`src/rtl/mips_mem_pkg.sv`:
```
// ============================================================================
// Module      : mips_mem_pkg
// Description : Shared state, grant and SRAM strobe encodings for the memory
//               port arbiter.
// Revision    : 1.0 - initial release
// ============================================================================
`default_nettype none

package mips_mem_pkg;

  typedef enum logic [1:0] {
    IDLE  = 2'd0,
    IACC  = 2'd1,
    DACC  = 2'd2,
    RECOV = 2'd3
  } arb_state_t;

  typedef enum logic {
    FETCH = 1'b0,
    DATA  = 1'b1
  } grant_t;

  typedef struct packed {
    logic ce_n;
    logic oe_n;
    logic we_n;
  } sram_ctrl_t;

  localparam sram_ctrl_t SRAM_CTRL_IDLE = '{ce_n: 1'b1, oe_n: 1'b1, we_n: 1'b1};

endpackage

`default_nettype wire

```
`src/rtl/sram_port_arbiter_if.sv`:
```
// ============================================================================
// Module      : sram_port_arbiter_if
// Description : Fetch/data request buses and SRAM pins of the port arbiter.
// Revision    : 1.0 - initial release
// ============================================================================
`default_nettype none

interface sram_port_arbiter_if #(
  parameter int ADDR_W = 18,
  parameter int DATA_W = 32
);

  logic                  if_req;
  logic [ADDR_W-1:0]     if_addr;
  logic                  if_kill;
  logic [DATA_W-1:0]     if_rdata;
  logic                  if_ready;
  logic                  d_req;
  logic                  d_we;
  logic [ADDR_W-1:0]     d_addr;
  logic [DATA_W-1:0]     d_wdata;
  logic [DATA_W/8-1:0]   d_be;
  logic [DATA_W-1:0]     d_rdata;
  logic                  d_ready;
  logic                  mem_stall;
  logic [ADDR_W-1:0]     sram_addr;
  logic [DATA_W-1:0]     sram_wdata;
  logic [DATA_W-1:0]     sram_rdata;
  logic                  sram_ce_n;
  logic                  sram_oe_n;
  logic                  sram_we_n;
  logic [DATA_W/8-1:0]   sram_be_n;

  // Pipeline stages and the SRAM device together form the master side.
  modport master (
    output if_req, if_addr, if_kill, d_req, d_we, d_addr, d_wdata, d_be, sram_rdata,
    input  if_rdata, if_ready, d_rdata, d_ready, mem_stall,
           sram_addr, sram_wdata, sram_ce_n, sram_oe_n, sram_we_n, sram_be_n
  );

  modport slave (
    input  if_req, if_addr, if_kill, d_req, d_we, d_addr, d_wdata, d_be, sram_rdata,
    output if_rdata, if_ready, d_rdata, d_ready, mem_stall,
           sram_addr, sram_wdata, sram_ce_n, sram_oe_n, sram_we_n, sram_be_n
  );

endinterface

`default_nettype wire

```
`src/rtl/sram_acc_timer.sv`:
```
// ============================================================================
// Module      : sram_acc_timer
// Description : Loadable down-counter with zero flag; times SRAM strobe and
//               write-recovery windows.
// Revision    : 1.0 - initial release
// ============================================================================
`default_nettype none

module sram_acc_timer #(
  parameter int W = 4
) (
  input  wire logic         clk,
  input  wire logic         rst,
  input  wire logic         load,
  input  wire logic [W-1:0] load_val,
  output logic              zero
);

  logic [W-1:0] r_cnt;

  always_ff @(posedge clk or posedge rst) begin
    if (rst) begin
      r_cnt <= '0;
    end else if (load) begin
      r_cnt <= load_val;
    end else if (r_cnt != '0) begin
      r_cnt <= r_cnt - W'(1);
    end
  end

  assign zero = (r_cnt == '0);

endmodule

`default_nettype wire

```
`src/rtl/sram_port_arbiter.sv`:
```
// ============================================================================
// Module      : sram_port_arbiter
// Description : Shares one asynchronous SRAM port between fetch and data
//               stages with alternating priority and registered strobes.
// Revision    : 1.0 - initial release
// ============================================================================
`default_nettype none

module sram_port_arbiter
  import mips_mem_pkg::*;
#(
  parameter int ADDR_W   = 18,
  parameter int DATA_W   = 32,
  parameter int ACC_CYC  = 2,
  parameter int WR_RECOV = 1
) (
  input wire logic            clk,
  input wire logic            rst,
  sram_port_arbiter_if.slave  bus
);

  localparam int       BE_W        = DATA_W / 8;
  localparam bit       c_has_recov = (WR_RECOV > 0);
  localparam logic [3:0] c_acc_load = 4'(ACC_CYC - 1);
  localparam logic [3:0] c_rec_load = 4'(c_has_recov ? WR_RECOV - 1 : 0);

  arb_state_t          r_state;
  grant_t              r_last_grant;
  logic                r_kill_pend;
  logic                r_is_store;
  sram_ctrl_t          r_ctrl;
  logic [BE_W-1:0]     r_be_n;
  logic [ADDR_W-1:0]   r_addr;
  logic [DATA_W-1:0]   r_wdata;
  logic [DATA_W-1:0]   r_if_rdata;
  logic [DATA_W-1:0]   r_d_rdata;
  logic                r_if_ready;
  logic                r_d_ready;

  logic                w_if_cand;
  logic                w_d_cand;
  logic                w_grant_d;
  logic                w_grant_i;
  logic                w_acc_done;
  logic                w_tmr_load;
  logic [3:0]          w_tmr_val;
  logic                w_tmr_zero;

  // A completion cycle is a bus turnaround: nobody is granted while a ready
  // pulse is out, which gives one access per ACC_CYC+2 cycles.
  always_comb begin
    w_if_cand  = bus.if_req & ~bus.if_kill & ~r_if_ready;
    w_d_cand   = bus.d_req & ~r_d_ready;
    w_grant_d  = (r_state == IDLE) & ~(r_if_ready | r_d_ready) & w_d_cand &
                 (~w_if_cand | (r_last_grant == FETCH));
    w_grant_i  = (r_state == IDLE) & ~(r_if_ready | r_d_ready) & w_if_cand & ~w_grant_d;
    w_acc_done = ((r_state == IACC) | (r_state == DACC)) & w_tmr_zero;
    w_tmr_load = w_grant_d | w_grant_i | (w_acc_done & r_is_store & c_has_recov);
    w_tmr_val  = (r_state == IDLE) ? c_acc_load : c_rec_load;
  end

  sram_acc_timer #(.W(4)) u_timer (
    .clk      (clk),
    .rst      (rst),
    .load     (w_tmr_load),
    .load_val (w_tmr_val),
    .zero     (w_tmr_zero)
  );

  always_ff @(posedge clk or posedge rst) begin
    if (rst) begin
      r_state      <= IDLE;
      r_last_grant <= FETCH;
      r_kill_pend  <= 1'b0;
      r_is_store   <= 1'b0;
      r_ctrl       <= SRAM_CTRL_IDLE;
      r_be_n       <= '1;
      r_addr       <= '0;
      r_wdata      <= '0;
      r_if_rdata   <= '0;
      r_d_rdata    <= '0;
      r_if_ready   <= 1'b0;
      r_d_ready    <= 1'b0;
    end else begin
      r_if_ready <= 1'b0;
      r_d_ready  <= 1'b0;
      case (r_state)
        IDLE: begin
          if (w_grant_d) begin
            r_state      <= DACC;
            r_last_grant <= DATA;
            r_addr       <= bus.d_addr;
            r_is_store   <= bus.d_we;
            r_ctrl.ce_n  <= 1'b0;
            if (bus.d_we) begin
              r_ctrl.we_n <= 1'b0;
              r_be_n      <= ~bus.d_be;
              r_wdata     <= bus.d_wdata;
            end else begin
              r_ctrl.oe_n <= 1'b0;
              r_be_n      <= '0;
            end
          end else if (w_grant_i) begin
            r_state      <= IACC;
            r_last_grant <= FETCH;
            r_addr       <= bus.if_addr;
            r_is_store   <= 1'b0;
            r_kill_pend  <= 1'b0;
            r_ctrl.ce_n  <= 1'b0;
            r_ctrl.oe_n  <= 1'b0;
            r_be_n       <= '0;
          end
        end
        IACC: begin
          if (bus.if_kill) begin
            r_kill_pend <= 1'b1;
          end
          // A killed fetch still completes its full SRAM cycle; only the
          // ready pulse is withheld.
          if (w_tmr_zero) begin
            r_if_rdata  <= bus.sram_rdata;
            r_if_ready  <= ~(r_kill_pend | bus.if_kill);
            r_kill_pend <= 1'b0;
            r_ctrl      <= SRAM_CTRL_IDLE;
            r_be_n      <= '1;
            r_state     <= IDLE;
          end
        end
        DACC: begin
          if (w_tmr_zero) begin
            if (!r_is_store) begin
              r_d_rdata <= bus.sram_rdata;
            end
            r_d_ready <= 1'b1;
            r_ctrl    <= SRAM_CTRL_IDLE;
            r_be_n    <= '1;
            r_state   <= (r_is_store && c_has_recov) ? RECOV : IDLE;
          end
        end
        RECOV: begin
          if (w_tmr_zero) begin
            r_state <= IDLE;
          end
        end
        default: r_state <= IDLE;
      endcase
    end
  end

  assign bus.if_rdata   = r_if_rdata;
  assign bus.if_ready   = r_if_ready;
  assign bus.d_rdata    = r_d_rdata;
  assign bus.d_ready    = r_d_ready;
  assign bus.sram_addr  = r_addr;
  assign bus.sram_wdata = r_wdata;
  assign bus.sram_ce_n  = r_ctrl.ce_n;
  assign bus.sram_oe_n  = r_ctrl.oe_n;
  assign bus.sram_we_n  = r_ctrl.we_n;
  assign bus.sram_be_n  = r_be_n;
  assign bus.mem_stall  = (bus.if_req & ~r_if_ready) | (bus.d_req & ~r_d_ready);

endmodule

`default_nettype wire

```
`src/flat_wrapper.sv`:
```
// flat-port wrapper written by rule: the top's interface ports become plain ports
module sram_port_arbiter_flat import mips_mem_pkg::*;
#(
  parameter int ADDR_W   = 18,
  parameter int DATA_W   = 32,
  parameter int ACC_CYC  = 2,
  parameter int WR_RECOV = 1
)
  (clk, rst, bus_if_req, bus_if_addr, bus_if_kill, bus_d_req, bus_d_we, bus_d_addr, bus_d_wdata, bus_d_be, bus_sram_rdata, bus_if_rdata, bus_if_ready, bus_d_rdata, bus_d_ready, bus_mem_stall, bus_sram_addr, bus_sram_wdata, bus_sram_ce_n, bus_sram_oe_n, bus_sram_we_n, bus_sram_be_n);
  sram_port_arbiter_if #(.ADDR_W(ADDR_W), .DATA_W(DATA_W)) bus_i ();
  input wire logic clk;
  input wire logic rst;
  input wire logic [$bits(bus_i.if_req)-1:0] bus_if_req;
  input wire logic [$bits(bus_i.if_addr)-1:0] bus_if_addr;
  input wire logic [$bits(bus_i.if_kill)-1:0] bus_if_kill;
  input wire logic [$bits(bus_i.d_req)-1:0] bus_d_req;
  input wire logic [$bits(bus_i.d_we)-1:0] bus_d_we;
  input wire logic [$bits(bus_i.d_addr)-1:0] bus_d_addr;
  input wire logic [$bits(bus_i.d_wdata)-1:0] bus_d_wdata;
  input wire logic [$bits(bus_i.d_be)-1:0] bus_d_be;
  input wire logic [$bits(bus_i.sram_rdata)-1:0] bus_sram_rdata;
  output wire logic [$bits(bus_i.if_rdata)-1:0] bus_if_rdata;
  output wire logic [$bits(bus_i.if_ready)-1:0] bus_if_ready;
  output wire logic [$bits(bus_i.d_rdata)-1:0] bus_d_rdata;
  output wire logic [$bits(bus_i.d_ready)-1:0] bus_d_ready;
  output wire logic [$bits(bus_i.mem_stall)-1:0] bus_mem_stall;
  output wire logic [$bits(bus_i.sram_addr)-1:0] bus_sram_addr;
  output wire logic [$bits(bus_i.sram_wdata)-1:0] bus_sram_wdata;
  output wire logic [$bits(bus_i.sram_ce_n)-1:0] bus_sram_ce_n;
  output wire logic [$bits(bus_i.sram_oe_n)-1:0] bus_sram_oe_n;
  output wire logic [$bits(bus_i.sram_we_n)-1:0] bus_sram_we_n;
  output wire logic [$bits(bus_i.sram_be_n)-1:0] bus_sram_be_n;
  assign bus_i.if_req = bus_if_req;
  assign bus_i.if_addr = bus_if_addr;
  assign bus_i.if_kill = bus_if_kill;
  assign bus_i.d_req = bus_d_req;
  assign bus_i.d_we = bus_d_we;
  assign bus_i.d_addr = bus_d_addr;
  assign bus_i.d_wdata = bus_d_wdata;
  assign bus_i.d_be = bus_d_be;
  assign bus_i.sram_rdata = bus_sram_rdata;
  assign bus_if_rdata = bus_i.if_rdata;
  assign bus_if_ready = bus_i.if_ready;
  assign bus_d_rdata = bus_i.d_rdata;
  assign bus_d_ready = bus_i.d_ready;
  assign bus_mem_stall = bus_i.mem_stall;
  assign bus_sram_addr = bus_i.sram_addr;
  assign bus_sram_wdata = bus_i.sram_wdata;
  assign bus_sram_ce_n = bus_i.sram_ce_n;
  assign bus_sram_oe_n = bus_i.sram_oe_n;
  assign bus_sram_we_n = bus_i.sram_we_n;
  assign bus_sram_be_n = bus_i.sram_be_n;
  sram_port_arbiter #(.ADDR_W(ADDR_W), .DATA_W(DATA_W), .ACC_CYC(ACC_CYC), .WR_RECOV(WR_RECOV)) u_core (.clk(clk), .rst(rst), .bus(bus_i));
endmodule
```
`config.mk`:
```
export PLATFORM = sky130hd
export DESIGN_NAME = sram_port_arbiter_flat
export DESIGN_NICKNAME = d
export VERILOG_FILES = /design/src/rtl/mips_mem_pkg.sv /design/src/rtl/sram_port_arbiter_if.sv /design/src/rtl/sram_acc_timer.sv /design/src/rtl/sram_port_arbiter.sv /design/src/flat_wrapper.sv
export SDC_FILE = /design/constraint.sdc
export NUM_CORES = 1
export LEC_CHECK = 0
export CORE_UTILIZATION = 45
export DETAILED_ROUTE_END_ITERATION = 8
export MAX_ROUTING_LAYER = met4
export PLACE_DENSITY = 0.81
export SYNTH_ARGS = -nofsm -noshare
export SYNTH_HDL_FRONTEND = slang
export SYNTH_SLANG_ARGS = --single-unit
```
`constraint.sdc`:
```
create_clock -name clk -period 9.63 [get_ports clk]
set_input_delay 1.926 -clock clk [delete_from_list [all_inputs] [get_ports clk]]
set_output_delay 1.926 -clock clk [all_outputs]
set_load 0.03 [all_outputs]
```
* Word level (Yosys, flattened, before mapping)
Index checks and enable logic that the tools add are counted.
** Storage, ports and cells
- Input bits :: 110
- Bits in registers :: 132
** Cells by class
- Equal/unequal tests :: 13
- $add $sub $neg :: 1
- Bitwise gates (word level) :: 28
- Reductions and logical operators :: 18
- Mux-type cells :: 34
** Operators by type and width (number)
- 18-bit two-way mux :: 2
- 4-bit two-way mux :: 6
- 1-bit two-way mux :: 14
- 2-bit two-way mux :: 7
- 3-bit AND reduction :: 4
- 4-bit AND reduction :: 3
- 1-bit AND :: 11
- 2-bit by 1-bit != test with 1-bit output (second input constant) :: 5
- 1-bit NOT :: 9
- 4-bit one-hot mux with 2 select lines :: 1
- 2-bit nonzero test :: 4
- 1-bit bitwise OR :: 7
- 2-bit one-hot mux with 3 select lines :: 1
- 3-bit one-hot mux with 2 select lines :: 1
- 2-bit == test (second input constant) :: 2
- 4-bit logical NOT :: 1
- 2-bit != test (second input constant) :: 2
- 4-bit NOT :: 1
- 2-bit AND reduction :: 2
- 4-bit nonzero test :: 1
- 2-bit OR reduction :: 2
- 4-bit by 1-bit subtractor with 4-bit output (second input constant) :: 1
- 3-bit two-way mux :: 1
- 3-bit by 1-bit != test with 1-bit output (second input constant) :: 1
- other kinds (5) :: 5

* Longest topological paths before layout
Gate-level depths: netlist of the first run.
- Depth after elaboration :: 11
- Mapped depth :: 8
- Depth with buffers taken out :: 6

* Hierarchy
From an unflattened synthesis of the first run, not the netlist that was laid out.
** Second synthesis, totals
- Cell total of the unflattened synthesis :: 385
- Area, all modules :: 5532.8 µm²
** Modules (own cells, without submodules)
- sram_port_arbiter :: area an instance 5296.3 µm², cells each 362, times used 1, sequential area each 3211.8 µm²
- sram_acc_timer :: area an instance 236.5 µm², cells each 23, times used 1, sequential area each 100.1 µm²

* Worst setup path before layout of the first run
Ideal clock, no wire load.
- Kind :: input port to output port
- From :: input port bus_if_req
- To :: output port bus_mem_stall
- Data arrival time :: 2.454 ns
- Data required time :: 7.704 ns
- Stages :: 2
- Path slack :: 5.250 ns
- Path through :: inv_1 > o22ai_1
** On the way
- Cells in the longest elaborated chain, start to end :: 2
** RTL lines
- from (decl) :: RTL line flat_wrapper.sv:13 : input wire logic [$bits(bus_i.if_req)-1:0] bus_if_req;
- 1-bit AND :: RTL line sram_port_arbiter.sv:160 : assign bus.mem_stall = (bus.if_req & ~r_if_ready) | (bus.d_req & ~r_d_ready);
- 1-bit bitwise OR :: RTL line sram_port_arbiter.sv:160
- to (decl) :: RTL line flat_wrapper.sv:26 : output wire logic [$bits(bus_i.mem_stall)-1:0] bus_mem_stall;
Every way passes these cells.

* Worst setup path in the final report of the first run
- From :: input port bus_d_req
- To :: output port bus_mem_stall
** On the way
- Cells in the longest elaborated chain, start to end :: 2
** RTL lines
- from (decl) :: RTL line flat_wrapper.sv:16 : input wire logic [$bits(bus_i.d_req)-1:0] bus_d_req;
- 1-bit AND :: RTL line sram_port_arbiter.sv:160
- 1-bit bitwise OR :: RTL line sram_port_arbiter.sv:160
Every way passes these cells.

==> results of run 1 <==
state kept, by name, indices dropped and copies added (netlist names):
| register | count |
|---|---|
| u_core.bus.d_rdata | 32 |
| u_core.bus.if_rdata | 32 |
| u_core.bus.sram_wdata | 32 |
| u_core.bus.sram_addr | 18 |
| u_core.bus.sram_be_n | 4 |
| u_core.u_timer.r_cnt | 4 |
| u_core.r_state | 2 |
| u_core.bus.d_ready | 1 |
| u_core.bus.if_ready | 1 |
| u_core.bus.sram_ce_n | 1 |
| u_core.bus.sram_oe_n | 1 |
| u_core.bus.sram_we_n | 1 |
| u_core.r_is_store | 1 |
| u_core.r_kill_pend | 1 |
| u_core.r_last_grant | 1 |
power by group:
group / internal, mW / switching (mW) / leakage (nW) / total (mW)
clock network: 0.418 / 0.225 / 0.290 / 0.643
registers: 0.816 / 0.139 / 1.62 / 0.955
logic: 0.708 / 0.829 / 1.83 / 1.54
total: 1.94 / 1.19 / 3.75 / 3.13
per-layer routing:
layer	share of wire	routed length (µm)	vias to the layer above	global-route usage
met5	0	0	-	-
met4	0.011	151	0	0.0632
met3	0.072	968	14	0.0755
met2	0.50	6750	178	0.374
met1	0.42	5610	1958	0.267
li1	-	-	1821	-
worst paths after layout:
check	to	start	cells after the start	slack, ps
min in group asynchronous	u_core.bus.sram_wdata[29]	rst	2	2010
min	u_core.bus.if_ready	u_core.r_kill_pend	1	470
max reg2reg	u_core.bus.sram_addr[9]	u_core.r_state[1]	6	6740
min reg2reg	u_core.bus.if_ready	u_core.r_kill_pend	1	470
max	bus_mem_stall	bus_d_req	4	4250
max in group asynchronous	u_core.bus.d_rdata[30]	rst	3	6190
synth_stat cells (all sizes together):
master / count
a21oi: 1
nand3: 2
nand2: 24
nand3b: 1
o21a: 3
a22oi: 1
a21o: 1
nand4: 1
mux2: 97
o22a: 4
buf: 15
inv: 10
dfstp: 7
o21ai: 27
nor2b: 2
a211oi: 1
dfrtp: 125
a31oi: 1
clkbuf: 3
ha: 7
nor3b: 3
a41oi: 1
o21bai: 1
o22ai: 2
and2b: 1
o211ai: 2
xnor2: 1
and2: 2
mux2i: 20
nand2b: 2
or3: 2
nand4b: 1
nor2: 9
nor3: 4
area by class of cell:
cell class / instances / area [µm²]
timing repair buffer: 235 / 2350
fill: 838 / 3470
inverter: 10 / 40.0
multi-input combinational: 224 / 2070
tap: 147 / 184
clock buffer: 22 / 464
clock inverter: 10 / 130
sequential: 132 / 3310
cells by family after synthesis:
group                    share of synthesized area
flip-flops                                   0.595
multiplexers                                 0.253
AND/OR/NAND/NOR                             0.0517
AO/OA/AOI/OAI                               0.0486
buffers and inverters                       0.0344
adder cells (fa/ha/maj)                     0.0157
XOR/XNOR                                   0.00157
critical path, stage by stage:
cell	delay, ps
clkdlybuf4s50_1	610
inv_1	100
o22ai_1	120
clkdlybuf4s50_1	700
per-stage QoR:
step	instances	total power, mW	hold slack, ps
detailed placement	748	2.50	459
CTS	780	3.16	468
global route	780	3.29	497
global placement	748	2.45	444
finish	780	3.13	471
floorplan	384	1.87	422
==> out/metrics.cfg, run 1 <==
[yosys]
synth_top_area_frac = 0.562
yosys.area.top_type = dfrtp_1
yosysWarnings = 0
netlist_area_mm2 = 0.00556
synth.net_count = 501
synth.distinct_cells = 41
synthesis.instances = 384
seq_area_frac_synth = 0.595
synth-seq-cells = 132
netlist_top_cells_area = dfrtp_1 (56%), mux2_2 (13%), mux2_4 (8.1%)
syn_area_per_cell_um2 = 14.5

[final_layout]
drive_above_1_share = 0.223
fin_util = 0.711
nets = 737
syn_to_final_growth_pct = 53.6
antenna_cells = 0
fin_area_mm2 = 0.00854
final_cell_mix = clkdlybuf4s50_1 (233), dfrtp_1 (125), mux2_2 (65)
layout_commonest_cell = clkdlybuf4s50_1

[clock_network]
clockBufferDepth = 2
clk_pin_slew_ps = 50
worst_skew_pair.late_latency_ps = 410
cts_max_level = 4
cts_tree = yes
cts_resized = 0
ctsHoldBuffers = 0
cts_sinks = 132
cts_setup_buffers = 0
cts_buffers = 17
clockRootBuffer = clkbuf_16

[min_path]
min_path_type = flip-flop to flip-flop

[timing]
fmax_mhz = 186
setup_slack_ps = 4250
rsz0062_at_grt = false
worst-slew-pin-transition_ps = 1240
finalHoldViolCount = 0
slew_headroom = 0.171
period_share = 0.558
setup_violations = 0
finalCriticalPeriod_ps = 5380
slew_violations = 0
skew_ps = 7.63
tns_ps = 0

[worst_setup_path]
cp_max_fo = 7
cp.required_ps = 7700
worst_setup_path_start_kind = input pin
end_kind = output port
crit_arrival_ps = 3450
crit_type = input pin to output port

[drt]
wl_per_cell_um = 17.3
finalWirelength_um = 13500
drc = 0
route.vias.total = 3971
dr.pass1.iters = 4
vias_per_cell = 5.09
drtIter0Drc = 188
ant_nets = 0

[pwr]
p_per_area_mw_per_mm2 = 367
power.leakage_nw = 3.75
peakVddDrop_mv = 0.229

[place]
placed_area_mm2 = 0.00795
dp_slack_ps = 4250
port_buffers = 233
place.gp.congestion = 0.766
dp_hpwl_um = 9630

[global_route]
grt_pass1_wl_um = 21700
grt_use_total = 0.227
grt_start_max_net_pins = 74
grt.overflow.total = 0
grt_pass1_vias = 4229
antenna_found_initial = 0

[floorplanning]
die_x_um = 113
start_util = 0.463
die_area_mm2 = 0.0128
coreArea_mm2 = 0.0120
num_rows = 40
dieHeight_um = 113
ios = 234

[outcome]
run_status = finished clean

[run]
maxCapViolations = 0

Note: power is estimated with default switching activity, not from simulation.
==> run 2: changes to the inputs <==
CORE_UTILIZATION = 39   (was 45)
PLACE_DENSITY = 0.74   (was 0.81)
clock period = 4.57 ns   (was 9.63 ns; I/O delays follow)
==> run 2 against run 1 <==
Effect of this change: clock power up 110%; sequential share of layout area down 0.28 points; global-route usage down 3.5 points; worst setup slack worse by 3000 ps; critical path depth unchanged.
==> out/metrics.cfg, run 2 (synthesis results as in run 1) <==
[place]
dp_slack_ps = 1250
place.gp.congestion = 0.753
port_buffers = 233
placed_area_mm2 = 0.00801
dp_hpwl_um = 9540

[pwr]
power.leakage_nw = 3.76
seqPwrFrac = 0.306
power.switching_mw = 2.50
clkPwrFrac = 0.205
peakVddDrop_mv = 0.376
finalPower_mw = 6.56
p_per_area_mw_per_mm2 = 763
sw_frac_of_total = 0.382
combPwrFrac = 0.489
p_int_mw = 4.06

[worst_setup_path]
worst_setup_path_start_kind = input pin
crit_arrival_ps = 2400
critPathSlowestCell = clkdlybuf4s50_1
crit_type = input pin to output port
crit_path_max_incr_delay_ps = 690
cp_max_fo = 7
cp.required_ps = 3660
end_kind = output port
path_cells = clkdlybuf4s50_1, inv_1, o22ai_1, clkdlybuf4s50_1
cpMostUsedCell = clkdlybuf4s50_1
critPathBufInv = 3
cp_top_family = buffers and inverters

[outcome]
run_status = finished clean

[final_layout]
drive_above_1_share = 0.227
antenna_cells = 0
fill_cells = 1054
syn_to_final_growth_pct = 54.7
fin_area_mm2 = 0.00860
nets = 738
final_cell_mix = clkdlybuf4s50_1 (233), dfrtp_1 (125), mux2_2 (65)
layout_commonest_cell = clkdlybuf4s50_1

[timing]
slew_headroom = 0.184
setup_slack_ps = 1250
tns_ps = 0
period_share = 0.726
slew_violations = 0
rsz0062_at_grt = false
skew_ps = 7.19
worst-slew-pin-transition_ps = 1220
setup_violations = 0
finalHoldViolCount = 0
finalCriticalPeriod_ps = 3320
fmax_mhz = 301
holdWs_ps = 463

[drt]
drc = 0
vias_per_cell = 4.81
ant_nets = 0
route.vias.total = 3913
wl_per_cell_um = 16.3
finalWirelength_um = 13300
wl_met3_um = 918
drtIter0Drc = 186
dr.pass1.iters = 4
highest_layer = met4
wl_met1_um = 5440
wl_met2_um = 6800

[global_route]
grt_start_max_net_pins = 75
grt_pass1_wl_um = 21200
antenna_found_initial = 0
grt_pass1_vias = 4165
grt.overflow.total = 0
grt_use_total = 0.192

[clock_network]
cts_tree = yes
clockRootBuffer = clkbuf_16
clk_pin_slew_ps = 60
cts_max_level = 4
cts_resized = 0
cts_setup_buffers = 0
ctsHoldBuffers = 0
worst_skew_pair.late_latency_ps = 410
cts_buffers = 17
cts_sinks = 132
clockBufferDepth = 2

[floorplanning]
ios = 234
die_area_mm2 = 0.0147
start_util = 0.401
num_rows = 43
dieHeight_um = 121
die_x_um = 121
coreArea_mm2 = 0.0139

[run]
maxCapViolations = 0

[min_path]
min_path_type = flip-flop to flip-flop

==> run 2: cell count changes in the layout (fill, tap and decap cells not counted) <==
cell	previous run	this run
bufinv_16	3	2
clkinvlp_4	2	3
clkinv_4	0	2
clkinv_2	5	4
clkbuf_8	2	3
buf_12	0	1
clkbuf_1	3	0
and2_2	1	0
inv_6	0	1
and2_1	0	1
==> run 2: worst paths after layout <==
kind                                             endpoint  slack (ps)  depth (start not counted)                from
worst max-delay path                        bus_mem_stall        1250                          4           bus_d_req
min in group asynchronous       u_core.bus.sram_wdata[23]        1000                          2                 rst
worst min register to register        u_core.bus.if_ready         460                          1  u_core.r_kill_pend
worst min-delay path                  u_core.bus.if_ready         460                          1  u_core.r_kill_pend
worst max register to register   u_core.bus.sram_addr[14]        1760                          6   u_core.r_state[0]
max in group asynchronous         u_core.bus.sram_be_n[2]        2660                          3                 rst
==> run 2: stage by stage <==
step	util	cells
floorplan	-	384
global placement	0.577	782
detailed placement	0.577	782
CTS	0.620	814
global route	0.620	814
finish	0.620	814
==> run 2: final cells by class <==
class	instances	area, µm²	area share
flip-flops and latches	132	3310	0.385
repair buffers	236	2370	0.275
multi-input cells	224	2060	0.240
clock buffers	20	467	0.0542
well taps	180	225	0.0262
clock inverters	12	129	0.0150
inverters	10	40.0	0.00465
==> run 2: layer usage <==
metal | GRT usage | vias to the layer above
li1 | - | 1831
met2 | 0.323 | 155
met5 | - | -
met4 | 0.0679 | 0
met1 | 0.217 | 1913
met3 | 0.0559 | 14
==> run 2: worst reg2reg max path: stages, from the launching register on <==
cell and delay, ps:
dfrtp_1 400, inv_1 130, ha_1 320, nor3b_4 370, nand3_1 870, mux2i_1 400
o21ai_0 120
==> run 2: power by group through the flow <==
stage,clock [mW],sequential [mW],combinational [mW]
floorplan,0,2.97,0.968
global placement,0,1.99,3.19
detailed placement,0,2.02,3.24
CTS,1.37,2.02,3.25
global route,1.44,2.08,3.40
finish,1.34,2.01,3.21
==> run 3: changes to the inputs <==
clock period = 3 ns   (was 4.57 ns; I/O delays follow)
==> run 3 against run 2 <==
Effect of this change: flip-flop and latch count unchanged; sequential share of layout area down 0.14 points; non-clock buffer count up 5; first-iteration DRC count down 25%; worst setup slack worse by 830 ps.
==> out/metrics.cfg, run 3 (synthesis results as in run 1) <==
[floorplanning]
die_x_um = 121
die_area_mm2 = 0.0147
dieHeight_um = 121
num_rows = 43
start_util = 0.401
ios = 234
coreArea_mm2 = 0.0139

[timing]
rsz0062_at_grt = false
finalCriticalPeriod_ps = 2580
skew_ps = 6.27
tns_ps = 0
setup_slack_ps = 419
setup_violations = 0
worst-slew-pin-transition_ps = 640
slew_violations = 0
fmax_mhz = 387
holdWs_ps = 459
finalHoldViolCount = 0
period_share = 0.860
slew_headroom = 0.569

[clock_network]
cts_max_level = 4
cts_sinks = 132
cts_buffers = 17
worst_skew_pair.late_latency_ps = 410
cts_setup_buffers = 0
clk_pin_slew_ps = 60
ctsHoldBuffers = 0
cts_resized = 0
cts_tree = yes
clockRootBuffer = clkbuf_16
clockBufferDepth = 2

[min_path]
min_to = u_core.bus.if_ready
min_path_type = flip-flop to flip-flop
hold_start = u_core.r_kill_pend
hold_depth = 1

[drt]
finalWirelength_um = 13200
drtIter0Drc = 140
dr.pass1.iters = 4
ant_nets = 0
route.vias.total = 3933
drc = 0
vias_per_cell = 4.80
wl_per_cell_um = 16.1

[worst_setup_path]
reg2reg_from = u_core.u_timer.r_cnt[0]
cp.required_ps = 2400
r2r-end = u_core.bus.d_rdata[31]
crit_type = input pin to output port
reg2reg_setup_slack_ps = 790
cp_max_fo = 3
end_kind = output port
crit_arrival_ps = 1980
reg2reg_depth = 7
worst_setup_path_start_kind = input pin

[final_layout]
syn_to_final_growth_pct = 55.3
final_cell_mix = clkdlybuf4s50_1 (233), dfrtp_1 (125), mux2_2 (65)
layout_commonest_cell = clkdlybuf4s50_1
fin_util = 0.622
drive_above_1_share = 0.233
nets = 743
antenna_cells = 0

[place]
place.gp.congestion = 0.749
dp_slack_ps = 414
dp_hpwl_um = 9670
port_buffers = 233

[pwr]
peakVddDrop_mv = 0.559
p_per_area_mw_per_mm2 = 1140
power.leakage_nw = 3.77
finalPower_mw = 9.88

[global_route]
grt_use_total = 0.190
grt.overflow.total = 0
grt_pass1_vias = 4056
antenna_found_initial = 0
grt_start_max_net_pins = 60
grt_pass1_wl_um = 20700

[outcome]
run_status = finished clean

[run]
maxCapViolations = 0

-- run 3: critical path, stage by stage --
cell and delay (ps):
clkdlybuf4s50_1 500, inv_1 50, o22ai_1 150, clkdlybuf4s50_1 690
-- run 3: cell type report --
type / count / area [µm²]
fill: 1076 / 5240
sequential: 132 / 3310
timing repair buffer: 241 / 2440
multi-input combinational: 224 / 2060
clock buffer: 18 / 439
tap: 180 / 225
clock inverter: 14 / 113
inverter: 10 / 41.3
-- run 3: power breakdown --
| group | total, mW | leakage [nW] | switching [mW] | internal, mW |
|---|---|---|---|---|
| registers | 3.06 | 1.62 | 0.445 | 2.62 |
| logic | 4.92 | 1.88 | 2.62 | 2.29 |
| clock network | 1.90 | 0.267 | 0.748 | 1.15 |
| total | 9.88 | 3.77 | 3.82 | 6.06 |
-- run 3: how the worst max path moves through the flow --
stage                     startpoint                     to  slack [ps]
after floorplan                  rst  u_core.bus.d_rdata[0]         770
after global placement    bus_if_req          bus_mem_stall         430
after detailed placement  bus_if_req          bus_mem_stall         410
after CTS                 bus_if_req          bus_mem_stall         410
after global routing      bus_if_req          bus_mem_stall         380
final                     bus_if_req          bus_mem_stall         420
-- run 3: per-layer routing --
layer / up-vias / share of wire / GRT usage
li1: 1834 / - / -
met1: 1929 / 0.40 / 0.214
met2: 157 / 0.51 / 0.318
met3: 13 / 0.077 / 0.0606
met4: 0 / 0.012 / 0.0648
met5: - / 0 / -
-- run 3: through the flow --
step	cells	instance area, µm²
after floorplan	384	5570
after global placement	787	8090
after detailed placement	787	8090
after CTS	819	8640
after global routing	819	8640
final	819	8640
